### src/rtl/s2p_converter.sv
// s2p_converter: collects N serial bits (MSB first) into an N-bit word.
// The serial and parallel sides each use a valid/ready handshake. A one-word
// output register lets the next word be collected while the consumer stalls.
// If a second word completes while the output register is still full, it is
// parked in the shift register (HOLD) until the consumer frees the output.
module s2p_converter #(
  parameter int N = 4
) (
  input  logic         clk,
  input  logic         rst,
  input  logic         ser_valid,
  input  logic         ser_data,
  output logic         ser_ready,
  output logic         par_valid,
  output logic [N-1:0] par_data,
  input  logic         par_ready
);

  localparam int              CW       = $clog2(N);
  localparam logic [0:0]      ST_SHIFT = 1'b0;
  localparam logic [0:0]      ST_HOLD  = 1'b1;
  localparam logic [CW-1:0]   LAST     = CW'(N - 1);

  logic [0:0]    r_state;
  logic [CW-1:0] r_count;
  logic [N-1:0]  r_shift;
  logic [N-1:0]  r_out;
  logic          r_out_full;

  logic          w_accept;
  logic          w_last;
  logic          w_drain;
  logic [N-1:0]  w_word;

  // ser_ready depends only on registered state and reset, never on par_ready
  assign ser_ready = (r_state == ST_SHIFT) && !rst;
  assign par_valid = r_out_full;
  assign par_data  = r_out;

  // Handshake qualifiers and the word formed if this bit completes it
  always_comb begin
    w_accept = ser_valid && (r_state == ST_SHIFT);
    w_last   = (r_count == LAST);
    w_drain  = r_out_full && par_ready;
    w_word   = {r_shift[N-2:0], ser_data};
  end

  // Bit collection, output buffering and the SHIFT/HOLD overflow state
  always_ff @(posedge clk or posedge rst) begin
    if (rst) begin
      r_state    <= ST_SHIFT;
      r_count    <= '0;
      r_shift    <= '0;
      r_out      <= '0;
      r_out_full <= 1'b0;
    end else begin
      case (r_state)
        ST_SHIFT: begin
          // A plain drain empties the output; a completing word below overrides it
          if (w_drain) begin
            r_out_full <= 1'b0;
          end
          if (w_accept) begin
            if (!w_last) begin
              r_shift <= w_word;
              r_count <= r_count + CW'(1);
            end else begin
              r_count <= '0;
              if (!r_out_full || par_ready) begin
                // Output is free, or is being drained on this same edge
                r_out      <= w_word;
                r_out_full <= 1'b1;
              end else begin
                // Output still occupied: park the finished word
                r_shift <= w_word;
                r_state <= ST_HOLD;
              end
            end
          end
        end
        ST_HOLD: begin
          // Output is full here; hand the parked word over as soon as it drains
          if (par_ready) begin
            r_out   <= r_shift;
            r_state <= ST_SHIFT;
          end
        end
        default: begin
          r_state <= ST_SHIFT;
        end
      endcase
    end
  end

endmodule
### config.mk
export PLATFORM = sky130hd
export DESIGN_NAME = s2p_converter
export DESIGN_NICKNAME = d
export VERILOG_FILES = /design/src/rtl/s2p_converter.sv
export SDC_FILE = /design/constraint.sdc
export NUM_CORES = 1
export LEC_CHECK = 0
export BUFFER_PORTS_ARGS = -buffer_cell sky130_fd_sc_hd__buf_2
export CAP_MARGIN = 0
export CORE_AREA = 2 2 39 41
export DETAILED_ROUTE_END_ITERATION = 7
export DIE_AREA = 0 0 41 43
export PLACE_DENSITY = 0.67
export SLEW_MARGIN = 20
export SYNTH_ARGS = -nofsm -noshare
export SYNTH_HDL_FRONTEND = slang
export SYNTH_SLANG_ARGS = --single-unit
export TNS_END_PERCENT = 20
### constraint.sdc
create_clock -name clk -period 3.4 [get_ports clk]
set_input_delay 0.17 -clock clk [delete_from_list [all_inputs] [get_ports clk]]
set_output_delay 0.17 -clock clk [all_outputs]
set_load 0.02 [all_outputs]
# Word level (Yosys, flattened, before mapping)
# Cells that the tools add are included.
# totals
reg_bits	12
inputBits	5
out_inout_bits	6
# op_classes
n_addsub	1
eq_ne	6
n_mux	17
bitwise_logic	1
reduce_logical	9
# op_table
op	count
$mux 4	6
$mux 1	8
$ne 2x2->1 const B	4
$pmux 4 s2	1
$reduce_and 4->1	1
$logic_and 1x1->1	3
$reduce_and 3->1	1
$add 2x1->2 const B	1
$eq 2x2->1 const B	1
$logic_not 1->1	2
$mux 2	1
$ne 2x1->1 const B	1
$pmux 1 s2	1
$reduce_and 2->1	1
$logic_or 1x1->1	1
$not 1->1	1

# Logic depth before layout (Yosys ltp)
# Gate-level depths: netlist of the first run.
# logic_depth
ltp_word	6
mapped_depth	4
mapped_depth_nobuf	4

# Worst setup path before layout of the first run
# Ideal clock, no wire load.
# synth_timing
kind	register -> register
from	reg r_count[0]
to	reg r_out[0] (netlist: par_data[0])
t_arrival_ns	1.311
required_ns	3.275
setup_slack_ns	1.964
stages_incl_launch_ff	5
period_less_slack_ns	1.436
cell_sequence	dfrtp_1 -> ha_1 -> and2_1 -> o22a_4 -> mux2_4
# synth_between
elab_chain_len	3
# synth_rtl
element	line_no	rtl
start, declared	25	logic [CW-1:0] r_count;
start signal, assigned	66	r_count <= r_count + CW'(1);
$eq 2x2->1	43	w_last = (r_count == LAST);
$ne 2x2->1 (no line)	--	
$reduce_and 4->1 (no line)	--	
end signal, assigned	71	r_out <= w_word;
end signal, assigned	84	r_out <= r_shift;
end, declared	27	logic [N-1:0] r_out;
# No other way between the ends.
# A chain may end at the register's enable or synchronous reset.

# Worst setup path after layout of the first run
# layout_timing
from	reg r_state
to	reg r_shift[1]
# layout_between
elab_chain_len	3
# layout_rtl
element	line_no	rtl
start, declared	24	logic [0:0] r_state;
start signal, assigned	51	r_state <= ST_SHIFT;
start signal, assigned	76	r_state <= ST_HOLD;
start signal, assigned	85	r_state <= ST_SHIFT;
$not 1->1 (no line) *	--	
$logic_and 1x1->1	42	w_accept = ser_valid && (r_state == ST_SHIFT);
$reduce_and 3->1 (no line) *	--	
end signal, assigned	65	r_shift <= w_word;
end signal, assigned	75	r_shift <= w_word;
end, declared	26	logic [N-1:0] r_shift;
# Every way passes the cells marked *; elsewhere a longest branch is shown, timed or not.

==> key figures, run 1 <==
Logic synthesis
  • Main combinational cell family by area after synthesis: multiplexers
  • Post-synth cell types: 16
  • Most frequent cell after synthesis: dfrtp_1
  • Yosys reg bits: 12
  • Adder-Cell Fraction of Synth Area: 2.096%
  • Post-synthesis compound-gate area fraction: under 10%
  • Cell area after synthesis: ~600 µm²
  • Post-synthesis mux area share: about 29%
  • Post-synth net total: 49
  • Synth top area cells: dfrtp_1, mux2_2, mux2_4
  • Syn Area/Cell: about 14 µm²
  • EDFF count, synth: 0
  • Synth Warn #: 0
  • Seq/Total Area, Yosys: between 50% and 60%
  • Fraction of registers with async set/reset: 100.0%
  • Leading area contributor after synthesis: dfrtp_1
  • Synth cell count leaders: dfrtp_1, mux2_2, mux2_4
  • Mapped Cells: 43
  • Post-synth top area share: 50.31%
  • Synth Area in XOR/XNOR: 0%
  • Main synth FF type: dfrtp_1
  • Synth Area in Simple Gates: slightly below 7%

Floorplan
  • Row count: 14
  • Core Box Area: roughly 1400 µm²
  • Die W: between 40 and 50 µm
  • Initial Util: between 40 and 50%
  • Die Y-Extent: about 43 µm
  • Io pins: 11
  • Total die area: 1763 µm²

Final layout
  • Antenna cell count: 0
  • Layout area overhead: 17.61%
  • Fraction of final layout cells sized beyond drive strength 1: a little over half
  • Final net count: 64
  • Final core occ: between 50% and 60%
  • Multi-input gate area: roughly 280 µm²
  • Reg area: between 300 and 400 µm²
  • FILL cells: around 120
  • Final cell area excluding filler cells: about 700 µm²

Place
  • I/O Buffers: 10
  • RePlAce Congestion: 0.6736
  • Final HPWL DP: ~620 µm
  • Area post-placement: 655.6 µm²

Status
  • Status: finished, final reports clean

Critical path
  • CP Max Fanout: 11
  • Setup CP Type: flop to flop
  • Worst R2R Setup Slack: ~1.9 ns
  • Crit start category: flop
  • Element type at the critical path end: flop
  • R2r worst-path depth: 3
  • CP required: 3.56 ns
  • R2R Path End: r_shift[1]
  • FF-to-FF Start: r_state
  • Crit path DAT: roughly 1.7 ns

GRT
  • Vias in the first global route: ~340
  • Largest net degree at the start of global routing: 13
  • First-pass GRT wire length: ~1400 µm
  • Grt ovf: 0
  • Initial antenna violation count: 0
  • Total GRT Usage: around an eighth

Drt
  • DR vias: 351
  • DRC: 0
  • Initial DRC count: 1
  • Post-DRT Antenna Nets: 0
  • Routed WL: 849 µm
  • First-pass iteration count of the detailed router: 2
  • Routed WL per cell: between 10 and 15 µm
  • Via-to-Cell Ratio: between 4 and 5

Clocking
  • Clock slew at reported path FFs: roughly 0.070 ns
  • Root Buffer: clkbuf_4
  • CTS tree: done
  • Htree depth: 1
  • Cts repair resizes: 0
  • Sink Count: 12
  • Cts bufs inserted: 3
  • Post-CTS Setup Inserts: 0
  • Clk buf depth: 2
  • Worst-skew pair later-pin latency: ~0.27 ns

Timing
  • RSZ-0062 raised after global routing: false
  • Final Hold Vio Count: 0
  • Final setup vio count: 0
  • Final Max Tran Viols: 0
  • Crit share post-route: between 40% and 50%
  • Setup Total Neg Slack: 0 ns
  • Layout Skew: a little over 0.002 ns
  • Worst Max-Slew Pin Slew: between 0.4 and 0.5 ns
  • Relative slew slack: between 70% and 80%
  • Max Freq: 0.6511 GHz
  • Final min period: roughly 1.5 ns

Min path
  • Hold Crit Class: input pin to flop
  • WHS Path Cells: 2
  • Min-delay src: par_ready
  • Hold EP: r_state

Power and ir drop
  • Power, Total: around 0.63 mW
  • Pleak: 0.3305 nW
  • Power per cell area: 899.4 nW/µm²
  • Maximum VDD drop: roughly 0.46 mV

Flow run
  • Max-cap violations: 0
-- timing repair --
item | in CTS | in global routing
hold endpoints to repair | 12 | 0
setup endpoints to repair | 0 | 0
hold buffers | 1 | 0
-- placed cells by master, fill, tap and decap left out --
cell,n
buf_2,10
and2_1,1
ha_1,1
o22a_4,1
dfrtp_1,12
inv_1,2
nor2_1,3
o21ai_0,2
nand2_1,1
mux2_4,4
clkbuf_8,1
mux2_2,10
clkbuf_4,3
a21oi_1,1
nand2b_1,1
nor2_2,1
and2b_1,1
a21boi_4,1
dlygate4sd3_1,1
-- cell families (layout without fill, tap and decap cells) --
kind of cell	after synthesis	count (layout)
DFF	12	12
and+or+nand+nor	8	8
AOI/OAI and AO/OA	5	5
buffers and inverters	3	17
adders and majority gates	1	1
muxes	14	14
-- sequential cells by signal, summed over array words and instances (netlist names) --
register and count:
r_count 2, r_state 1, par_valid 1, r_shift 4
par_data 4
-- routing by layer --
layer | wire [µm] | vias up | share of wire (%) | GRT usage, %
li1 | - | 177 | - | -
met1 | 405 | 164 | 48 | 15.41
met4 | 11 | 0 | 1.3 | 10.00
met3 | 55 | 2 | 6.5 | 3.141
met5 | 0 | - | 0 | 0
met2 | 376 | 8 | 44 | 17.19
-- critical path, stage by stage (launching register included) --
cell and delay (ns):
dfrtp_1 0.51, and2b_1 0.31, a21boi_4 0.25, mux2_2 0.36
-- power by group --
part	total [mW]	switching, mW	internal (mW)
combinational	0.262	0.113	0.148
clock	0.112	0.0474	0.0651
sequential	0.257	0.0465	0.211
-- final cells by class --
cell class / count / share of cell area, %
flip-flops and latches: 12 / 42.78
repair buffers: 11 / 8.556
clock buffers: 4 / 5.169
multi-input cells: 28 / 39.57
inverters: 2 / 1.070
well taps: 16 / 2.852
-- how the worst max path moves through the flow --
stage / startpoint / endpoint / slack [ns]
final: r_state / r_shift[1] / 1.86
after global routing: r_state / r_shift[1] / 1.76
after CTS: r_state / r_shift[1] / 1.84
after detailed placement: r_state / r_shift[1] / 1.85
after global placement: r_state / r_shift[1] / 1.90
after floorplan: r_count[0] / par_data[0] / 1.96
-- stage by stage --
stage / hold WS, ns / cells / setup WS [ns]
6_report: 0.09791 / 73 / 1.864
5_1_grt: 0.1107 / 73 / 1.763
4_1_cts: 0.08964 / 73 / 1.838
3_5_place_dp: 0.2161 / 68 / 1.851
3_3_place_gp: 0.2124 / 68 / 1.897
2_1_floorplan: 0.03470 / 43 / 1.964
Power figures use the tool's default switching activity.
==> inputs of run 2 (changes only) <==
CORE_AREA = default   (was 2 2 39 41)
CORE_MARGIN = 2   (was default)
CORE_UTILIZATION = 46   (was default)
DIE_AREA = default   (was 0 0 41 43)
PLACE_DENSITY = 0.71   (was 0.67)
clock period = 1.4 ns   (was 3.4 ns; I/O delays follow)
==> run 2 against run 1 <==
Against the previous run:
- clock power rose by 89%
- cell area is 4.8% higher
- highest routed layer unchanged
- flip-flop and latch count stayed put
- clock skew up 0.0037 ns
- critical endpoint is now par_data[0]
- wire length is 15% higher
- combinational power increased to 2.8 times the previous value
- critical path depth rose by 1
- sequential power up 150%
- via count is 6.8% higher
==> key figures, run 2 (synthesized netlist as in run 1, its figures left out) <==
Final layout
  • Fraction of final layout cells sized beyond drive strength 1: 58.06% (+3.7 points)
  • FILL cells: 92 (-24%)
  • Final net count: 70 (+9.4%)
  • Antenna cell count: 0 (unchanged)
  • Commonest non-fill, non-tap cells in the layout: dfrtp_1, mux2_2, buf_2
  • Finished Layout Cells: 76 (+4.1%)
  • Layout area overhead: 23.27%
  • Commonest non-fill, non-tap cell in the layout: dfrtp_1

Timing
  • Final Max Tran Viols: 0 (unchanged)
  • Max Freq: 0.7334 GHz (+13%)
  • Hold slack: 0.05271 ns (-0.04520 ns)
  • Worst Max-Slew Pin Slew: 0.4444 ns (+0.003764 ns)
  • Relative slew slack: 70.34% (-0.25 points)
  • Final min period: 1.364 ns (-0.1722 ns)
  • Layout Skew: 0.005674 ns (+0.003656 ns)
  • Final Hold Vio Count: 0 (unchanged)
  • Crit share post-route: 97.40% (+52 points)
  • Final setup vio count: 0 (unchanged)
  • RSZ-0062 raised after global routing: true

Critical path
  • Element type at the critical path end: flop
  • CP Max Fanout: 4 (-7)
  • Crit path DAT: 1.53 ns (-0.16 ns)
  • Setup CP Type: flop to flop
  • Crit start category: flop
  • CP required: 1.57 ns (-1.99 ns)

Drt
  • DR vias: 375 (+6.8%)
  • Routed WL per cell: 12.82 µm (+10%)
  • Post-DRT Antenna Nets: 0 (unchanged)
  • Initial DRC count: 4 (+3)
  • First-pass iteration count of the detailed router: 2 (unchanged)
  • DRC: 0 (unchanged)
  • Via-to-Cell Ratio: 4.934 (+2.6%)
  • Routed WL: 974 µm (+15%)

Floorplan
  • Die W: 40.02 µm (-2.4%)
  • Total die area: 1602 µm² (-9.2%)
  • Die Y-Extent: 40.02 µm (-6.9%)
  • Row count: 12 (-2)
  • Initial Util: 51.62% (+8.5 points)
  • Core Box Area: 1156 µm² (-16%)
  • Io pins: 11 (unchanged)

GRT
  • Met1 Usage GRT: 18.34% (+2.9 points)
  • Initial antenna violation count: 0 (unchanged)
  • Largest net degree at the start of global routing: 13 (unchanged)
  • Vias in the first global route: 385 (+14%)
  • Grt met2 use: 26.21% (+9.0 points)
  • First-pass GRT wire length: 1662 µm (+18%)
  • Busiest grt layer: met2
  • Grt ovf: 0 (unchanged)
  • Met3 Use GR: 10.00% (+6.9 points)
  • Total GRT Usage: 17.62% (+5.2 points)

Place
  • I/O Buffers: 10 (unchanged)
  • Placed insts: 70 (+2.9%)
  • Final HPWL DP: 731.4 µm (+17%)
  • RePlAce Congestion: 0.7315 (+8.6%)

Power and ir drop
  • Power per cell area: 2139 nW/µm² (+140%)
  • Power, Total: 1.574 mW (+150%)
  • Maximum VDD drop: 1.082 mV (+130%)
  • Pleak: 0.3510 nW (+6.2%)

Clocking
  • Cts bufs inserted: 3 (unchanged)
  • Worst-skew pair later-pin latency: 0.28 ns (about the same)
  • Clock slew at reported path FFs: 0.07 ns (about the same)
  • Htree depth: 1 (unchanged)
  • Clk buf depth: 2 (unchanged)
  • Sink Count: 12 (unchanged)
  • Root Buffer: clkbuf_4
  • CTS tree: done

Flow run
  • Max-cap violations: 0 (unchanged)

Status
  • Status: finished, final reports clean

Min path
  • Hold Crit Class: input pin to flop
## run 2: cell count changes in the layout (fill, tap and decap cells not counted)
cell / change
ha_2: +1
buf_4: +5
dlygate4sd3_1: +1
clkbuf_8: -1
ha_1: -1
## run 2: stage by stage
step / setup TNS, ns / worst slack [ns] / instance area, µm² / util (%)
2_1_floorplan: 0 / 0.01346 / 599.3 / -
3_3_place_gp: 0 / 0.04196 / 685.7 / 59.31
3_5_place_dp: 0 / 0.01739 / 685.7 / 59.31
4_1_cts: 0 / 0.01192 / 728.2 / 62.99
5_1_grt: -0.01268 / -0.005739 / 735.7 / 63.64
6_report: 0 / 0.03643 / 735.7 / 63.64
## run 2: report_power, final
part	switching, mW	internal (mW)
sequential	0.120	0.512
clock	0.112	0.0998
combinational	0.307	0.423
total	0.539	1.04
## run 2: timing repair
item	4_1_cts	5_1_grt
setup endpoints to repair	0	7
gates resized for setup	0	0
setup buffers	0	1
endpoints found under the hold margin	13	0
hold buffers	2	0
## run 2: worst paths after layout
kind	startpoint	end	slack, ns	cells after the start
worst min-delay path	ser_data	r_shift[0]	0.05	2
min in group asynchronous	rst	par_data[0]	0.34	3
worst max-delay path	r_count[0]	par_data[0]	0.04	4
max in group asynchronous	rst	r_shift[2]	0.75	3
worst max register to register	r_count[0]	par_data[0]	0.04	4
worst min register to register	par_data[3]	par_data[3]	0.51	1
## run 2: worst max-delay path, cell delays in order (launching register included)
cell and delay (ns):
dfrtp_1 0.38, ha_2 0.19, and2_1 0.16, o22a_4 0.22, mux2_4 0.30
## run 2: routing by layer
metal	wire (µm)	share of wire, %	vias to the layer above
met4	31	3.2	0
met2	407	42	12
met5	0	0	-
met3	65	6.7	4
met1	470	48	173
li1	-	-	186
## run 2: cell type report
type,count,area [µm²],share of cell area (%)
inverters,2,7.507,1.020
flip-flops and latches,12,300.3,40.82
well taps,14,17.52,2.381
clock buffers,3,22.52,3.061
multi-input cells,28,280.3,38.10
repair buffers,17,107.6,14.63
